### src/rtl/mux_arb_pkg.sv
// Shared constants, FSM state encoding and helpers for the round-robin operand arbiter.
package mux_arb_pkg;
  localparam int IDX_W = 2;
  localparam int N_REQ = 4;

  typedef enum logic {IDLE = 1'b0, GRANT = 1'b1} state_t;

  function automatic logic [N_REQ-1:0] onehot(input logic [IDX_W-1:0] idx);
    onehot = '0;
    onehot[idx] = 1'b1;
  endfunction
endpackage

### src/rtl/rr_pick.sv
// Combinational rotating priority search: first set req bit starting at ptr+1, wrapping mod 4.
module rr_pick
  import mux_arb_pkg::*;
(
  input  logic [N_REQ-1:0] req,
  input  logic [IDX_W-1:0] ptr,
  output logic [IDX_W-1:0] pick,
  output logic             any
);
  always_comb begin
    logic [IDX_W-1:0] idx;
    pick = ptr;
    any  = 1'b0;
    // k = N_REQ wraps back onto ptr itself, so the current owner is searched last
    for (int k = 1; k <= N_REQ; k++) begin
      idx = ptr + IDX_W'(k);
      if (!any && req[idx]) begin
        pick = idx;
        any  = 1'b1;
      end
    end
  end
endmodule

### src/rtl/mux_rr_arbiter.sv
// Round-robin arbiter sharing one 4:1 operand path; registered grant/select and data.
// Optional hold-time preemption enabled by defining MUX_ARB_TIMEOUT_EN.
module mux_rr_arbiter
  import mux_arb_pkg::*;
#(
  parameter int DATA_W   = 8,
  parameter int HOLD_MAX = 8,
  parameter int CNT_W    = 4
) (
  input  logic              clk,
  input  logic              rst,
  input  logic [N_REQ-1:0]  req,
  input  logic [DATA_W-1:0] A0,
  input  logic [DATA_W-1:0] A1,
  input  logic [DATA_W-1:0] A2,
  input  logic [DATA_W-1:0] A3,
  output logic [N_REQ-1:0]  grant,
  output logic              S0,
  output logic              S1,
  output logic [DATA_W-1:0] Y,
  output logic              Y_valid,
  output logic              busy
);
  state_t            r_state;
  logic [N_REQ-1:0]  r_grant;
  logic [IDX_W-1:0]  r_sel;
  logic [IDX_W-1:0]  r_ptr;
  logic [DATA_W-1:0] r_y;
  logic              r_yv;

  logic [IDX_W-1:0]  w_pick;
  logic              w_any;
  logic              w_take;
  logic              w_release;
  logic [DATA_W-1:0] w_mux;

  // r_ptr always names the current owner while in GRANT, so one search serves every case
  rr_pick u_pick (.req(req), .ptr(r_ptr), .pick(w_pick), .any(w_any));

`ifdef MUX_ARB_TIMEOUT_EN
  logic [CNT_W-1:0]  r_hold;
  logic              w_others;
  assign w_others = |(req & ~onehot(r_ptr));
`else
  logic w_unused_cfg;
  assign w_unused_cfg = ^{HOLD_MAX[0], CNT_W[0]};
`endif

  always_comb begin
    w_take    = 1'b0;
    w_release = 1'b0;
    if (r_state == IDLE)
      w_take = w_any;
    else if (!req[r_ptr]) begin
      w_take    = w_any;
      w_release = !w_any;
    end
`ifdef MUX_ARB_TIMEOUT_EN
    else if (r_hold >= CNT_W'(HOLD_MAX - 1) && w_others)
      w_take = 1'b1;
`endif
  end

  always_comb begin
    case (r_sel)
      2'd0:    w_mux = A0;
      2'd1:    w_mux = A1;
      2'd2:    w_mux = A2;
      default: w_mux = A3;
    endcase
  end

  always_ff @(posedge clk or posedge rst) begin
    if (rst) begin
      r_state <= IDLE;
      r_grant <= '0;
      r_sel   <= '0;
      r_ptr   <= IDX_W'(N_REQ - 1);
      r_y     <= '0;
      r_yv    <= 1'b0;
`ifdef MUX_ARB_TIMEOUT_EN
      r_hold  <= '0;
`endif
    end else begin
      r_yv <= |r_grant;
      if (|r_grant) r_y <= w_mux;
      if (w_take) begin
        r_state <= GRANT;
        r_grant <= onehot(w_pick);
        r_sel   <= w_pick;
        r_ptr   <= w_pick;
`ifdef MUX_ARB_TIMEOUT_EN
        r_hold  <= '0;
`endif
      end else if (w_release) begin
        r_state <= IDLE;
        r_grant <= '0;
      end
`ifdef MUX_ARB_TIMEOUT_EN
      else if (r_state == GRANT && r_hold != '1)
        r_hold <= r_hold + 1'b1;
`endif
    end
  end

  assign grant   = r_grant;
  assign S0      = r_sel[0];
  assign S1      = r_sel[1];
  assign Y       = r_y;
  assign Y_valid = r_yv;
  assign busy    = |r_grant;
endmodule
### config.mk
export PLATFORM = sky130hd
export DESIGN_NAME = mux_rr_arbiter
export DESIGN_NICKNAME = d
export VERILOG_FILES = /design/src/rtl/mux_arb_pkg.sv /design/src/rtl/rr_pick.sv /design/src/rtl/mux_rr_arbiter.sv
export SDC_FILE = /design/constraint.sdc
export NUM_CORES = 1
export LEC_CHECK = 0
export ABC_AREA = 1
export CAP_MARGIN = 40
export CORE_MARGIN = 1
export CORE_UTILIZATION = 32
export DETAILED_ROUTE_END_ITERATION = 10
export GPL_TIMING_DRIVEN = 0
export PLACE_DENSITY = 0.68
export SLEW_MARGIN = 40
export SYNTH_ARGS = -nofsm -noshare
export SYNTH_HDL_FRONTEND = slang
export SYNTH_SLANG_ARGS = --single-unit
### constraint.sdc
create_clock -name clk -period 5.6 [get_ports clk]
set_clock_uncertainty 0.2 [all_clocks]
set_input_delay 1.12 -clock clk [delete_from_list [all_inputs] [get_ports clk]]
set_output_delay 1.12 -clock clk [all_outputs]
set_load 0.02 [all_outputs]
Yosys cells after proc, flatten, opt, wreduce, memory -nomap -nowiden. Cells that the tools add are included. Widths: inputs -> output; s select.

Output and inout bits: 16. Word-level logic and storage cells: 55. Bits of input ports: 38. Register bits after elaboration: 18.

Muxes and demuxes: 27. $lt $le $gt $ge: 6. Add/subtract/negate cells: 3. Equality and inequality tests: 2. Reductions and logical operators: 11.

Operators by type and width (count): $pmux 8 s3 (1); $lt 2x3->1 const B (5); $mux 1 (15); $bmux 1 s2 (4); $mux 2 (4); $mux 4 (2); $add 2x2->2 const B (2); $logic_and 1x1->1 (4); $logic_not 1->1 (4); $reduce_or 4->1 (1); $add 2x1->2 const B (1); $demux 1 s2 (1); $eq 2x1->1 const B (1); $eq 2x2->1 const B (1); $ge 2x1->1 const B (1); $logic_not 2->1 (1); $reduce_bool 2->1 (1).

Longest topological paths before layout. Gate-level depths: netlist of the first run.

Depth after elaboration: 18. Mapped depth: 13. Depth with buffers taken out: 12.

Hierarchy. Synthesis of the first run repeated with hierarchy kept, for this count alone.

Cell total of the unflattened synthesis: 186. Area, all modules: 1241.2 um2.

By module, submodules not included: mux_rr_arbiter (seq. area each 452.9 um2, area each 1009.7 um2, cells an instance 140, instances 1); rr_pick (seq. area each 0.0 um2, area each 231.5 um2, cells an instance 46, instances 1).

Worst setup path before layout of the first run. OpenSTA, ideal clock, no wires.

Path type: register -> output. From: register r_grant[0], in the netlist grant[0]. To: output port busy. Buffers on the path: 0. Setup slack: 3.044 ns. Cell stages (with the launch flop): 3. Arrival: 1.236 ns. Required time: 4.280 ns. Path through: dfrtp_1 > nor4_1 > inv_1.

Cells in the longest elaborated chain, start to end: 1.

RTL lines: start: declaration (line mux_rr_arbiter.sv:25) `logic [N_REQ-1:0] r_grant;`; start signal: assignment (line mux_rr_arbiter.sv:89) `r_grant <= onehot(w_pick);`; $reduce_or 4->1 (line mux_rr_arbiter.sv:111) `assign busy = |r_grant;`; end: declaration (line mux_rr_arbiter.sv:22) `output logic busy`.

No other way between the ends.

Final worst setup path of the first run. Same ends and word-level chain as after synthesis.

==> metrics.csv, run 1 <==
stage;metric;value;unit
timing;fin crit share;58.7;%
placement;GPL Wtd Cong;0.791;
global_routing;total gr overflow;0;
die;Die X;64.1;um
timing;Max Clock Freq;0.304;GHz
cts;clk_lat worst skew;250;ps
setup_path;CP Class;reg -> out;
die;die area;0.00411;sq mm
cts;TritonCTS Buffers;3;
setup_path;Crit. End Element;primary output;
cts;clk buf depth;2;
timing;Final WS setup;2310;ps
drt;vias per cell;4.56;
synth;async set-reset flop share out of synthesis;100;%
timing;Fin. Hold Viols;0;
timing;Fin Setup TNS;0;ps
synth;Post-synth EDFFs;0;
cts;clock-pin slew on the worst setup and hold paths;60;ps
die;Core Box Area;0.00369;sq mm
global_routing;initial antenna violation count;0;
synth;top cells by count, synth;78 x nand2_1, 16 x dfrtp_1, 13 x nand3_1;
setup_path;CP startpoint kind;register;
cts;clk sinks;18;
drt;Pre-antenna DRT Iters;4;
synth;Post-Synthesis Cells;168;
drt;vias;1246;
drt;Routed Antenna Nets;0;
synth;most numerous cell in the Yosys netlist;nand2_1;
cts;Post-CTS Resized;0;
timing;Fin Hold WS;284;ps
synth;synth warn;0;
run;max-cap violations;0;
cts;TritonCTS clock tree;built;
run_status;status;finished clean;
setup_path;Worst Path Max Fanout;6;
timing;Slew @ Worst Pin;648;ps
drt;final WL;3040;um
synth;Avg Inst Size Synth;7.35;sq um
power_and_ir_drop;PwrDens;627;mW/mm^2
setup_path;Worst EP arrival;1970;ps
drt;Iteration-0 DRC Markers;50;
hold_path;worst min path class;reg -> reg;
power_and_ir_drop;Leak;0.886;nW
timing;Slew Limit Headroom;56.7;%
synth;largest area contributor in the netlist;dfrtp_1;
synth;Synth top area share;32.4;%
die;IO Pins;54;
synth;Synth Register Bits;18;
placement;setup slack at placement;2330;ps
global_routing;vias in the first global route;1171;
cts;CTS root buf;clkbuf_8;
final_layout;fin nets;264;
cts;CTS H-tree depth;1;
die;Initial Util;33.5;%
timing;unrepaired setup endpoints after global routing;false;
setup_path;WP data required;4280;ps
synth;post-synth cell types;27;
die;Die H;64.1;um
drt;post-DR wirelength/cell;11.1;um
final_layout;area grow syn2layout;52.8;%
timing;Final Critical Period;3290;ps
cts;hold buffer count at CTS;0;
die;row cnt;22;
synth;synth top area cells;dfrtp_1 32%, nand2_1 24%, nand2_2 5.6%, nand3_1 5.3%, a221oi_1 5.0%;
synth;cell area after synthesis;0.00123;sq mm
timing;Final Max Slew Viols;0;
global_routing;global-route wire length before repair;5280;um
synth;post-synthesis sequential area ratio;36.7;%
synth;syn nets;206;
placement;DP HPWL;2520;um
synth;Synth Flop Type;dfrtp_1;
global_routing;largest net degree at the start of global routing;19;
final_layout;diode count;0;
cts;setup bufs post-CTS;0;
global_routing;Total Routing Usage GR;16.4;%
timing;setup violators final;0;
placement;Port Buffer Count;53;
power_and_ir_drop;worst vdd ir;280;uV
drt;DR DRC count;0;
final_layout;layout cells sized above 1;16.0;%
path summary, 6_finish.rpt:
| check | slack (ps) | end | from | cells after the start |
|---|---|---|---|---|
| worst max register to register | 3670 | r_sel[1]$_DFFE_PP0P_ | r_ptr[0]$_DFFE_PP1P_ | 12 |
| worst min register to register | 280 | Y[2]$_DFFE_PP0P_ | Y[2]$_DFFE_PP0P_ | 2 |
| max in group asynchronous | 3730 | Y[7]$_DFFE_PP0P_ | rst | 2 |
| worst min-delay path | 280 | Y[2]$_DFFE_PP0P_ | Y[2]$_DFFE_PP0P_ | 2 |
| min in group asynchronous | 1060 | grant[1]$_DFFE_PP0P_ | rst | 2 |
| worst max-delay path | 2310 | busy | grant[0]$_DFFE_PP0P_ | 3 |
sequential cells by signal, summed over array words and instances, names as in the netlist:
register and cells:
Y 8, grant 4, Y_valid 1, r_sel 2, r_state 1, r_ptr 2
where the power goes:
part | switching (mW) | total (mW) | internal [mW] | leakage (nW)
registers | 0.0431 | 0.244 | 0.201 | 0.216
clock network | 0.0400 | 0.102 | 0.0624 | 0.0288
logic | 0.513 | 0.837 | 0.324 | 0.641
total | 0.596 | 1.18 | 0.587 | 0.886
cell families after synthesis:
group,share of synthesized area (%)
AO/OA/AOI/OAI,11.2
flip-flops,36.7
buffers and inverters,5.77
AND/OR/NAND/NOR,46.3
area by class of cell:
| type | count | area, sq um |
|---|---|---|
| Inverter | 12 | 55.1 |
| Clock buffer | 4 | 55.1 |
| Fill cell | 374 | 1800 |
| Sequential cell | 18 | 453 |
| Buffer | 2 | 16.3 |
| Timing Repair Buffer | 53 | 531 |
| Tap cell | 48 | 60.1 |
| Multi-Input combinational cell | 136 | 717 |
worst max-delay path: stages, from the launching register on:
cell and delay (ps):
dfrtp_1 410, nor4_2 500, inv_1 210, clkdlybuf4s50_1 590
metrics by stage:
stage	utilization, %	power [mW]	instance area (sq um)	cells
3_3_place_gp	49.5	1.08	1830	269
2_1_floorplan	-	0.842	1230	168
6_report	51.2	1.18	1890	273
5_1_grt	51.2	1.31	1890	273
4_1_cts	51.0	1.19	1880	273
3_5_place_dp	49.5	1.09	1830	269
per-layer routing:
| metal | wire, um | vias up | GRT usage, % |
|---|---|---|---|
| met1 | 1560 | 554 | 23.1 |
| met4 | 36 | 0 | 5.00 |
| met3 | 73 | 5 | 2.68 |
| met5 | 0 | - | 0 |
| li1 | - | 666 | - |
| met2 | 1370 | 21 | 25.4 |
cells in the final DEF (no fill, tap or decap), types with 3 or more instances in the layout:
cell type	count
a221oi_1	7
clkbuf_8	4
clkdlybuf4s50_1	53
dfrtp_1	16
inv_1	6
nand2_1	78
nand2_2	11
nand2_4	3
nand3_1	13
nor2_1	3
o21ai_0	7
Note: power is estimated with default switching activity, not from simulation.
==> run 2, diff against run 1 <==
Settings changed: PLACE_DENSITY 0.68 to 0.7.
Clock period 5.6 ns to 3.01 ns, I/O delays scaled along.
==> run 2 against run 1 <==
  * Final cell count stayed put
  * Clock-buffer cell count unchanged
  * Sequential cell count did not move
  * Cell area stayed put
  * Highest routed layer unchanged
  * Combinational power grew 85%
  * Largest cell class unchanged
==> metrics.csv, run 2 (synthesized netlist as in run 1, its figures left out) <==
stage;metric;value;unit;change
die;IO Pins;54;;unchanged
cts;hold buffer count at CTS;0;;unchanged
setup_path;R2R cell count;12;;unchanged
power_and_ir_drop;worst vdd ir;752;uV;+170%
cts;clk_lat worst skew;250;ps;about the same
drt;final WL;3150;um;+3.6%
timing;Fin Setup TNS;0;ps;unchanged
die;Core Box Area;0.00369;sq mm;unchanged
drt;post-DR wirelength/cell;11.5;um;+3.6%
setup_path;register-to-register path setup slack;1080;ps;-2590 ps
setup_path;worst reg2reg path startpoint;r_ptr[0]$_DFFE_PP1P_;;
drt;vias;1284;;+3.0%
drt;Routed Antenna Nets;0;;unchanged
power_and_ir_drop;PwrDens;1170;mW/mm^2;+86%
cts;clock-pin slew on the worst setup and hold paths;70;ps;about the same
hold_path;WHS Endpoint;Y[1]$_DFFE_PP0P_;;
final_layout;most common cell after layout, fill and taps aside;nand2_1;;
global_routing;global-route wire length before repair;5220;um;-1.0%
die;Die H;64.1;um;unchanged
final_layout;area grow syn2layout;52.8;%;unchanged
final_layout;fin nets;264;;unchanged
global_routing;initial antenna violation count;0;;unchanged
power_and_ir_drop;Leak;0.886;nW;unchanged
setup_path;Worst Path Max Fanout;6;;unchanged
timing;Slew @ Worst Pin;671;ps;+22.8 ps
drt;vias per cell;4.70;;+3.0%
timing;fin crit share;91.9;%;
drt;Iteration-0 DRC Markers;67;;+34%
die;row cnt;22;;unchanged
timing;Fin. Hold Viols;0;;unchanged
global_routing;Total Routing Usage GR;16.4;%;about the same
final_layout;layout cells sized above 1;16.0;%;unchanged
die;Initial Util;33.5;%;unchanged
setup_path;CP startpoint kind;register;;
final_layout;fillcell total;374;;unchanged
cts;clk sinks;18;;unchanged
drt;Pre-antenna DRT Iters;4;;unchanged
setup_path;WP data required;2210;ps;-2070 ps
setup_path;CP Class;reg -> out;;
final_layout;commonest cells after routing, fill and taps aside;78 x nand2_1, 53 x clkdlybuf4s50_1, 16 x dfrtp_1;;
setup_path;worst r2r dst;grant[1]$_DFFE_PP0P_;;
final_layout;fin util;51.2;%;unchanged
cts;Post-CTS Resized;0;;unchanged
cts;CTS root buf;clkbuf_8;;
final_layout;diode count;0;;unchanged
timing;Max Clock Freq;0.362;GHz;
run;max-cap violations;0;;unchanged
cts;clk buf depth;2;;unchanged
timing;setup violators final;0;;unchanged
hold_path;hold path depth;2;;unchanged
global_routing;largest net degree at the start of global routing;19;;unchanged
final_layout;max reg flops;8;;unchanged
die;die area;0.00411;sq mm;unchanged
timing;Slew Limit Headroom;55.2;%;-1.5 points
setup_path;Crit. End Element;primary output;;
cts;TritonCTS Buffers;3;;unchanged
timing;unrepaired setup endpoints after global routing;false;;
run_status;status;finished clean;;
hold_path;hold_sp;Y[1]$_DFFE_PP0P_;;
placement;GPL Wtd Cong;0.779;;-1.6%
timing;Final Max Slew Viols;0;;unchanged
die;Die X;64.1;um;unchanged
global_routing;total gr overflow;0;;unchanged
setup_path;Worst EP arrival;1960;ps;about the same
cts;CTS H-tree depth;1;;unchanged
timing;Final Critical Period;2770;ps;
cts;setup bufs post-CTS;0;;unchanged
placement;Port Buffer Count;53;;unchanged
drt;DR DRC count;0;;unchanged
cts;TritonCTS clock tree;built;;
placement;DP HPWL;2520;um;+0.15%
hold_path;worst min path class;reg -> reg;;
global_routing;vias in the first global route;1159;;-1.0%
[run 2: cell counts in the layout (fill, tap and decap cells not counted)]
No cell type changed its count.
[run 2: metal layers]
| layer | routed length (um) | share of wire, % | global-route usage [%] | vias to the layer above |
|---|---|---|---|---|
| li1 | - | - | - | 667 |
| met1 | 1450 | 46 | 21.9 | 580 |
| met2 | 1550 | 49 | 26.9 | 31 |
| met3 | 105 | 3.3 | 3.21 | 6 |
| met4 | 53 | 1.7 | 4.17 | 0 |
| met5 | 0 | 0 | 0 | - |
[run 2: how the worst max path moves through the flow]
stage / startpoint / slack (ps) / depth (start not counted) / endpoint
final: grant[0]$_DFFE_PP0P_ / 240 / 3 / busy
after global routing: grant[0]$_DFFE_PP0P_ / 70 / 3 / busy
after CTS: grant[0]$_DFFE_PP0P_ / 220 / 3 / busy
after detailed placement: grant[0]$_DFFE_PP0P_ / 510 / 3 / busy
after global placement: grant[0]$_DFFE_PP0P_ / 210 / 3 / busy
after floorplan: grant[0]$_DFFE_PP0P_ / 970 / 2 / busy
[run 2: power by group]
group          switching (mW)  internal (mW)  total, mW
clock network          0.0805          0.116      0.197
logic                   0.951          0.603       1.55
registers              0.0826          0.373      0.456
[run 2: final cells by class]
class | instances | area, sq um | area share, %
Clock buffer | 4 | 55.1 | 2.92
Inverter | 12 | 55.1 | 2.92
Buffer | 2 | 16.3 | 0.862
Sequential cell | 18 | 453 | 24.0
Multi-Input combinational cell | 136 | 717 | 38.0
Timing Repair Buffer | 53 | 531 | 28.1
Tap cell | 48 | 60.1 | 3.18
[run 2: per-stage QoR]
step                hold slack, ps  worst slack [ps]  total power, mW  std cells  area, sq um
CTS                            290               221             2.23        273         1890
global placement               265               208             2.00        269         1830
finish                         283               244             2.21        273         1890
detailed placement             273               511             2.02        269         1830
global route                   321              68.8             2.42        273         1890
floorplan                      287               972             1.57        168         1230
[run 2: worst max-delay path, cell delays in order, from the launching register on]
cell             delay [ps]
dfrtp_1                 410
nor4_2                  550
inv_1                   180
clkdlybuf4s50_1         580
==> run 3, diff against run 2 <==
Settings changed: CORE_MARGIN 1 to 3, PLACE_DENSITY 0.7 to unset.
Clock period 3.01 ns to 3.5 ns, I/O delays scaled along.
==> run 3 against run 2 <==
  * Global-route usage down 0.87 points
  * Final cell count down 0.73%
  * Combinational power shrank 13%
  * Critical path type unchanged
==> metrics.csv, run 3 (synthesized netlist as in run 1, its figures left out) <==
stage;metric;value;unit;change
global_routing;Total Routing Usage GR;15.5;%;-0.87 points
setup_path;Worst EP arrival;1950;ps;about the same
final_layout;fin util;53.5;%;+2.4 points
placement;Area after DPL;0.00182;sq mm;-0.48%
timing;Max Clock Freq;0.351;GHz;
placement;Port Buffer Count;53;;unchanged
global_routing;total gr overflow;0;;unchanged
final_layout;fin nets;264;;unchanged
die;IO Pins;54;;unchanged
timing;setup violators final;0;;unchanged
placement;placed instance count;267;;-0.74%
timing;Fin Setup TNS;0;ps;unchanged
setup_path;worst reg2reg path startpoint;r_ptr[0]$_DFFE_PP1P_;;
cts;TritonCTS Buffers;3;;unchanged
setup_path;CP startpoint kind;register;;
placement;GPL Wtd Cong;0.789;;+1.3%
die;Initial Util;35.1;%;+1.6 points
run_status;status;finished clean;;
timing;Final Critical Period;2850;ps;
cts;clk_lat worst skew;250;ps;about the same
die;row cnt;21;;-4.5%
timing;unrepaired setup endpoints after global routing;false;;
timing;Fin. Hold Viols;0;;unchanged
final_layout;Final Non-Filler Cells;271;;-0.73%
setup_path;Worst Path Max Fanout;6;;unchanged
final_layout;layout cells sized above 1;16.0;%;unchanged
die;Core Box Area;0.00352;sq mm;-4.5%
die;Die X;68.1;um;+6.2%
timing;fin crit share;81.4;%;
setup_path;CP Launch Point;grant[0]$_DFFE_PP0P_;;
drt;post-DR wirelength/cell;12.2;um;+5.6%
cts;clk sinks;18;;unchanged
power_and_ir_drop;Leak;0.886;nW;unchanged
hold_path;worst min path class;reg -> reg;;
cts;clk buf depth;2;;unchanged
power_and_ir_drop;PwrDens;1010;mW/mm^2;-13%
global_routing;initial antenna violation count;0;;unchanged
final_layout;diode count;0;;unchanged
cts;CTS H-tree depth;1;;unchanged
hold_path;hold_sp;Y[7]$_DFFE_PP0P_;;
global_routing;vias in the first global route;1195;;+3.1%
die;die area;0.00464;sq mm;+13%
drt;Pre-antenna DRT Iters;4;;unchanged
final_layout;most common cell after layout, fill and taps aside;nand2_1;;
cts;Post-CTS Resized;0;;unchanged
drt;final WL;3310;um;+4.8%
cts;TritonCTS clock tree;built;;
cts;setup bufs post-CTS;0;;unchanged
setup_path;family with the most delay on the worst path;buffers and inverters;;
run;max-cap violations;0;;unchanged
drt;Iteration-0 DRC Markers;74;;+10%
drt;vias;1264;;-1.6%
timing;Final WS setup;652;ps;+407 ps
cts;clock-pin slew on the worst setup and hold paths;70;ps;about the same
timing;Final Max Slew Viols;0;;unchanged
setup_path;CP max stage cell;clkdlybuf4s50_1;;
setup_path;Crit. End Element;primary output;;
setup_path;WP data required;2600;ps;+390 ps
drt;DR DRC count;0;;unchanged
placement;DP HPWL;2790;um;+11%
power_and_ir_drop;worst vdd ir;382;uV;-49%
final_layout;area grow syn2layout;52.6;%;
global_routing;largest net degree at the start of global routing;19;;unchanged
setup_path;max incr delay on CP;580;ps;about the same
placement;setup slack at placement;665;ps;+155 ps
die;Die H;68.1;um;+6.2%
setup_path;CP Class;reg -> out;;
timing;Slew @ Worst Pin;666;ps;-5.49 ps
final_layout;max reg flops;8;;unchanged
setup_path;CP cell instances;nor4_2 > inv_1 > clkdlybuf4s50_1;;
timing;Slew Limit Headroom;55.6;%;+0.37 points
final_layout;commonest cells after routing, fill and taps aside;78 x nand2_1, 53 x clkdlybuf4s50_1, 16 x dfrtp_1;;
drt;vias per cell;4.66;;-0.83%
global_routing;global-route wire length before repair;5470;um;+4.7%
cts;CTS root buf;clkbuf_8;;
setup_path;CP bufs+invs;2;;unchanged
final_layout;design area;0.00188;sq mm;-0.13%
cts;hold buffer count at CTS;0;;unchanged
drt;Routed Antenna Nets;0;;unchanged
run 3: area by class of cell:
| class | instances | area (sq um) |
|---|---|---|
| well taps | 46 | 57.6 |
| clock buffers | 4 | 55.1 |
| multi-input cells | 136 | 717 |
| inverters | 12 | 55.1 |
| flip-flops and latches | 18 | 453 |
| plain buffers | 2 | 16.3 |
| fillers | 360 | 1640 |
| repair buffers | 53 | 531 |
run 3: worst min-delay path: stages, from the launching register on:
cell and delay, ps:
dfrtp_1 340, nand2_1 50, o21ai_0 60
run 3: power by group:
part | leakage [nW] | internal (mW) | switching, mW | total (mW)
sequential | 0.216 | 0.321 | 0.0712 | 0.392
clock | 0.0288 | 0.0998 | 0.0668 | 0.167
combinational | 0.641 | 0.518 | 0.828 | 1.35
run 3: final timing paths:
path	depth (start not counted)	slack [ps]	end
setup / recovery	3	650	busy
hold / removal	2	290	Y[7]$_DFFE_PP0P_
setup reg to reg	12	1490	grant[2]$_DFFE_PP0P_
hold reg to reg	2	290	Y[7]$_DFFE_PP0P_
max in group asynchronous	2	2030	grant[2]$_DFFE_PP0P_
min in group asynchronous	2	640	grant[3]$_DFFE_PP0P_
run 3: stage by stage:
step | hold slack, ps | power [mW]
2_1_floorplan | 287 | 1.35
3_3_place_gp | 270 | 1.72
3_5_place_dp | 283 | 1.75
4_1_cts | 295 | 1.92
5_1_grt | 326 | 2.11
6_report | 289 | 1.91
run 3: per-layer routing:
layer	track usage, %	share of wire (%)	up-vias
met2	23.3	48	34
li1	-	-	665
met1	22.8	47	565
met4	4.47	0	0
met3	2.13	5.5	0
met5	0	0	-
